File: src/rtl/reset_seq_gen.sv
// Ordered reset release for the downstream domains of one clock.
// Optional ack-gated release stepping: define RST_SEQ_ACK_EN.
module reset_seq_gen #(
    parameter int NUM_OUT     = 4,
    parameter int HOLD_CYCLES = 16,
    parameter int STEP_CYCLES = 8
) (
    input  logic               i_clk,
    input  logic               i_rst,
    input  logic               i_sw_rst_req,
    input  logic [NUM_OUT-1:0] i_ack,
    output logic [NUM_OUT-1:0] o_rst,
    output logic               o_busy,
    output logic               o_done
);

    localparam int CNT_MAX = (HOLD_CYCLES > STEP_CYCLES) ? HOLD_CYCLES : STEP_CYCLES;
    localparam int CNT_W   = $clog2(CNT_MAX + 1);
    localparam int STG_W   = $clog2(NUM_OUT + 1);

    localparam logic [CNT_W-1:0] HOLD_END = CNT_W'(HOLD_CYCLES - 1);
    localparam logic [CNT_W-1:0] STEP_END = CNT_W'(STEP_CYCLES - 1);
    localparam logic [STG_W-1:0] STG_LAST = STG_W'(NUM_OUT - 1);
    localparam logic [STG_W-1:0] STG_ALL  = STG_W'(NUM_OUT);

    typedef enum logic [1:0] {
        ST_ASSERT,
        ST_RELEASE,
        ST_RUN
    } state_e;

    state_e             state_q, state_d;
    logic [CNT_W-1:0]   cnt_q, cnt_d;
    logic [STG_W-1:0]   stg_q, stg_d;
    logic [NUM_OUT-1:0] rst_q, rst_d;
    logic               busy_q, busy_d;
    logic               done_q, done_d;
    logic               rel;
    logic               ack_ok;
    logic               cnt_run;

`ifdef RST_SEQ_ACK_EN
    localparam bit ACK_EN = 1'b1;
    logic [NUM_OUT:0]   rst_ext;
    logic [NUM_OUT-1:0] last_mask;

    // Highest released bit is the one whose acknowledge gates the next step.
    assign rst_ext   = {1'b1, rst_q};
    assign last_mask = rst_ext[NUM_OUT:1] & ~rst_q;
    assign ack_ok    = |(i_ack & last_mask);
`else
    localparam bit ACK_EN = 1'b0;
    logic unused_ack;

    assign unused_ack = ^i_ack;
    assign ack_ok     = 1'b1;
`endif

    // Counter idles at zero until the pending acknowledge arrives.
    assign cnt_run = (cnt_q != '0) || ack_ok;

    function automatic logic [CNT_W-1:0] sat_inc(input logic [CNT_W-1:0] v);
        return (v == '1) ? v : v + 1'b1;
    endfunction

    always_ff @(posedge i_clk or negedge i_rst) begin
        if (!i_rst) begin
            state_q <= ST_ASSERT;
            cnt_q   <= '0;
            stg_q   <= '0;
            rst_q   <= '1;
            busy_q  <= 1'b1;
            done_q  <= 1'b0;
        end else begin
            state_q <= state_d;
            cnt_q   <= cnt_d;
            stg_q   <= stg_d;
            rst_q   <= rst_d;
            busy_q  <= busy_d;
            done_q  <= done_d;
        end
    end

    always_comb begin
        state_d = state_q;
        cnt_d   = cnt_q;
        stg_d   = stg_q;
        rel     = 1'b0;
        if (i_sw_rst_req) begin
            state_d = ST_ASSERT;
            cnt_d   = '0;
            stg_d   = '0;
        end else begin
            unique case (state_q)
                ST_ASSERT: begin
                    if (cnt_q == HOLD_END) begin
                        rel   = 1'b1;
                        cnt_d = '0;
                        stg_d = STG_W'(1);
                        if (!ACK_EN && NUM_OUT == 1) begin
                            state_d = ST_RUN;
                        end else begin
                            state_d = ST_RELEASE;
                        end
                    end else begin
                        cnt_d = sat_inc(cnt_q);
                    end
                end
                ST_RELEASE: begin
                    if (ACK_EN && stg_q == STG_ALL) begin
                        if (ack_ok) begin
                            state_d = ST_RUN;
                        end
                    end else if (cnt_run) begin
                        if (cnt_q == STEP_END) begin
                            rel   = 1'b1;
                            cnt_d = '0;
                            stg_d = stg_q + 1'b1;
                            if (!ACK_EN && stg_q == STG_LAST) begin
                                state_d = ST_RUN;
                            end
                        end else begin
                            cnt_d = sat_inc(cnt_q);
                        end
                    end
                end
                ST_RUN: begin
                    cnt_d = '0;
                end
                default: begin
                    state_d = ST_ASSERT;
                    cnt_d   = '0;
                    stg_d   = '0;
                end
            endcase
        end
    end

    // Releases always shift a zero in from bit 0, so order is ascending.
    always_comb begin
        rst_d = rst_q;
        if (i_sw_rst_req || state_d == ST_ASSERT) begin
            rst_d = '1;
        end else if (rel) begin
            rst_d = rst_q << 1;
        end
        busy_d = |rst_d;
        done_d = (state_d == ST_RUN);
    end

    assign o_rst  = rst_q;
    assign o_busy = busy_q;
    assign o_done = done_q;

endmodule
File: config.mk
export PLATFORM = sky130hd
export DESIGN_NAME = reset_seq_gen
export DESIGN_NICKNAME = d
export VERILOG_FILES = /design/src/rtl/reset_seq_gen.sv
export SDC_FILE = /design/constraint.sdc
export NUM_CORES = 1
export LEC_CHECK = 0
export CAP_MARGIN = 20
export CORE_AREA = 2 2 50 52
export CTS_CLUSTER_DIAMETER = 120
export DETAILED_ROUTE_END_ITERATION = 7
export DIE_AREA = 0 0 52 54
export SLEW_MARGIN = 20
export SYNTH_ARGS = -nofsm -noshare
export SYNTH_HDL_FRONTEND = slang
export SYNTH_SLANG_ARGS = --single-unit
File: constraint.sdc
create_clock -name i_clk -period 1.83 [get_ports i_clk]
set_clock_uncertainty 0.2 [all_clocks]
set_input_delay 0.183 -clock i_clk [delete_from_list [all_inputs] [get_ports i_clk]]
set_output_delay 0.183 -clock i_clk [all_outputs]
set_load 0.01 [all_outputs]
==> results of run 1 <==
per-layer routing:
layer	wire length (um)	share of wire, %
met5	0	0
met4	24	1.5
met3	30	1.9
met2	803	50
met1	751	47
stage by stage:
stage	utilization, %	setup WS, ns	cell area [um2]	hold WS [ns]	total power [mW]
2_1_floorplan	-	0.146	850	-0.313	0.403
3_3_place_gp	41.9	0.0639	972	0.296	0.425
3_5_place_dp	41.9	0.0602	972	0.305	0.427
4_1_cts	43.0	0.0634	998	0.0194	0.620
5_1_grt	43.5	-0.00859	1010	0.0215	0.651
6_report	43.5	0.0763	1010	0.0198	0.611
cells in the final DEF, fill, tap and decap left out, types with 2 or more instances in the layout:
master and n:
nor2_1 7, nand3_1 3, and2b_2 2, xnor2_1 3
inv_1 5, xor2_1 2, o21ai_0 4, clkdlybuf4s50_1 8
clkbuf_4 3, nor3b_1 2, dfstp_2 5, ha_1 2
a31oi_1 3, nand2_1 7, dfrtp_1 11, buf_4 7
o221ai_1 2, a21oi_1 4, nor3_1 2
path summary, 6_finish.rpt:
kind | slack, ns | end | depth (start not counted)
worst max-delay path | 0.08 | o_rst[0] | 1
worst min-delay path | 0.02 | stg_q[2] | 1
worst max register to register | 0.10 | o_rst[1] | 5
worst min register to register | 0.32 | o_rst[3] | 2
max in group asynchronous | 0.94 | stg_q[0] | 2
min in group i_clk | 0.32 | o_rst[3] | 2
logic make-up after synthesis:
family          count (synthesis)  synth area share [%]
flops                          16                  47.9
fa+ha+maj                       3                  4.42
xor+xnor                        5                  5.16
buf+inv                         9                  6.92
simple gates                   29                  18.9
mux                             1                  1.18
compound gates                 20                  15.6
power groups by stage:
stage,Sequential (mW),Clock [mW],Combinational (mW)
2_1_floorplan,0.376,0,0.0271
3_3_place_gp,0.378,0,0.0472
3_5_place_dp,0.379,0,0.0481
4_1_cts,0.372,0.200,0.0485
5_1_grt,0.373,0.218,0.0598
6_report,0.372,0.187,0.0522
sequential cells by signal, summed over array words and instances (netlist names):
register,cells
o_rst,4
o_busy,1
cnt_q,5
state_q,2
stg_q,3
o_done,1
area by class of cell:
class	count	area, um2	area share [%]
Clock buffer	4	26.3	2.61
Inverter	5	18.8	1.86
Multi-Input combinational cell	58	387	38.3
Sequential cell	16	407	40.3
Tap cell	30	37.5	3.72
Timing Repair Buffer	15	133	13.2
timing repair:
action,in CTS,in global routing
resized for setup,0,1
setup buffers,0,1
hold buffers,0,0
endpoints found under the hold margin,0,0
setup endpoints to repair,0,4
==> flow_metrics.py, run 1 <==
metrics = {
    "status": {
        "status": "completed",
    },
    "synthesis": {
        "synth_top_cell_by_area": "dfrtp_1",
        "async_flop_share_pct": 100,
        "yosys.cell_count.top_type": "dfrtp_1",
        "synthTopCellsByCount": "dfrtp_1 (11), nand2_1 (7), nor2_1 (7)",
        "synth_seq_area_share_pct": 47.9,
        "synth_top_area_share_pct": 32.4,
        "netlist_instances": 83,
        "postSynthAreaPerCell_um2": 10.2,
        "ys.flop_type": "dfrtp_1",
        "synth-edff-count": 0,
        "synth_seq_cells": 16,
        "synth_nets": 93,
        "synth.area.top_cells": "dfrtp_1 (32%), dfstp_2 (15%), ha_1 (4.4%)",
        "yosys.cell_types.count": 33,
        "syn_area_um2": 850,
        "ys_warn_count": 0,
    },
    "detailed_routing": {
        "wl_per_cell_um": 12.6,
        "wl_um": 1610,
        "via_per_inst": 5.02,
        "dr.pass1.iters": 4,
        "drc": 0,
        "first_iter_violations": 9,
        "vias": 643,
        "postRouteAntennaNets": 0,
    },
    "layout": {
        "finalNonFillerCells": 128,
        "areaGrowthSynthToFinish_pct": 18.7,
        "nFillCells": 230,
        "antenna_cells": 0,
        "drive_gt1_share_pct": 20.4,
        "final_nets": 109,
    },
    "placement": {
        "placedCellCount": 123,
        "io_buffer_count": 8,
        "place_congestion": 0.750,
        "dp_hpwl_um": 1230,
    },
    "grt": {
        "grtUsageMet3_pct": 2.50,
        "grt.total_usage_pct": 13.1,
        "grt_use_met1_pct": 15.7,
        "grt_max_degree": 11,
        "grt.busiest_layer": "met2",
        "grt_pass1_vias": 621,
        "grt_pass1_wl_um": 2680,
        "grt-ovfl-total": 0,
        "grt.met2_usage_pct": 23.2,
        "antenna_found_initial": 0,
    },
    "timing": {
        "drv_slew": 0,
        "worstMarginPinSlew_ns": 0.473,
        "post-route-min-period_ns": 1.75,
        "fmaxAchievable_mhz": 570,
        "relSlewSlack_pct": 68.4,
        "final.setup.tns_ns": 0,
        "min_period_over_period_pct": 95.8,
        "hold_viol_final": 0,
        "setup_viol": 0,
    },
    "clock_network": {
        "cts_tree": "done",
        "max-clock-path-buffers": 2,
        "cts-root-buf": "clkbuf_4",
        "clock-sinks": 16,
        "h-tree-depth": 1,
        "path_clk_slew_ns": 0.09,
        "numCtsBuffers": 3,
        "insertion_delay_ns": 0.28,
    },
    "power_and_ir_drop": {
        "ir_drop_uv": 303,
        "power.leakage_nw": 0.454,
        "swShare_pct": 22.7,
        "p_sw_uw": 138,
        "pwr-share-seq_pct": 60.8,
        "p_clk_share_pct": 30.6,
        "internal_power_uw": 473,
        "combinationalPowerShare_pct": 8.5,
        "p_per_area_nw_per_um2": 606,
    },
    "hold_path": {
        "hold_class": "primary input to async pin",
    },
    "critical_path": {
        "crit_path_top_delay_cell": "dfstp_2",
        "crit_family": "flip-flops",
        "cp-start-kind": "flop",
        "arrival_ns": 1.37,
        "cp_num_buf_inv": 1,
        "startpoint": "o_rst[0]",
        "cp-end-kind": "output port",
        "slowest_delay_ns": 0.56,
        "path_class": "flop to output port",
        "path_max_fanout": 4,
        "r2r_start": "cnt_q[1]",
        "critical_path_required_ns": 1.45,
        "cp_cell_sequence": "clkdlybuf4s50_1",
    },
    "floorplanning": {
        "core_region_area_um2": 2320,
        "start_util_pct": 36.6,
        "die_w_um": 52,
        "die_height_um": 54,
        "num_io_pins": 13,
        "core.rowCount": 18,
        "die-area_um2": 2810,
    },
    "flow_run": {
        "max_cap_violations": 0,
    },
}
(Power assumes the default switching activity.)
==> run 2, diff against run 1 <==
--- a/config.mk
+++ b/config.mk
@@ -5,6 +5,7 @@
 export SDC_FILE = /design/constraint.sdc
 export NUM_CORES = 1
 export LEC_CHECK = 0
+export ABC_CLOCK_PERIOD_IN_PS = 1830
 export CAP_MARGIN = 20
 export CORE_AREA = 2 2 50 52
 export CTS_CLUSTER_DIAMETER = 120
==> results of run 2 <==
Final layout, timing and power as in run 1 (identical DEF).
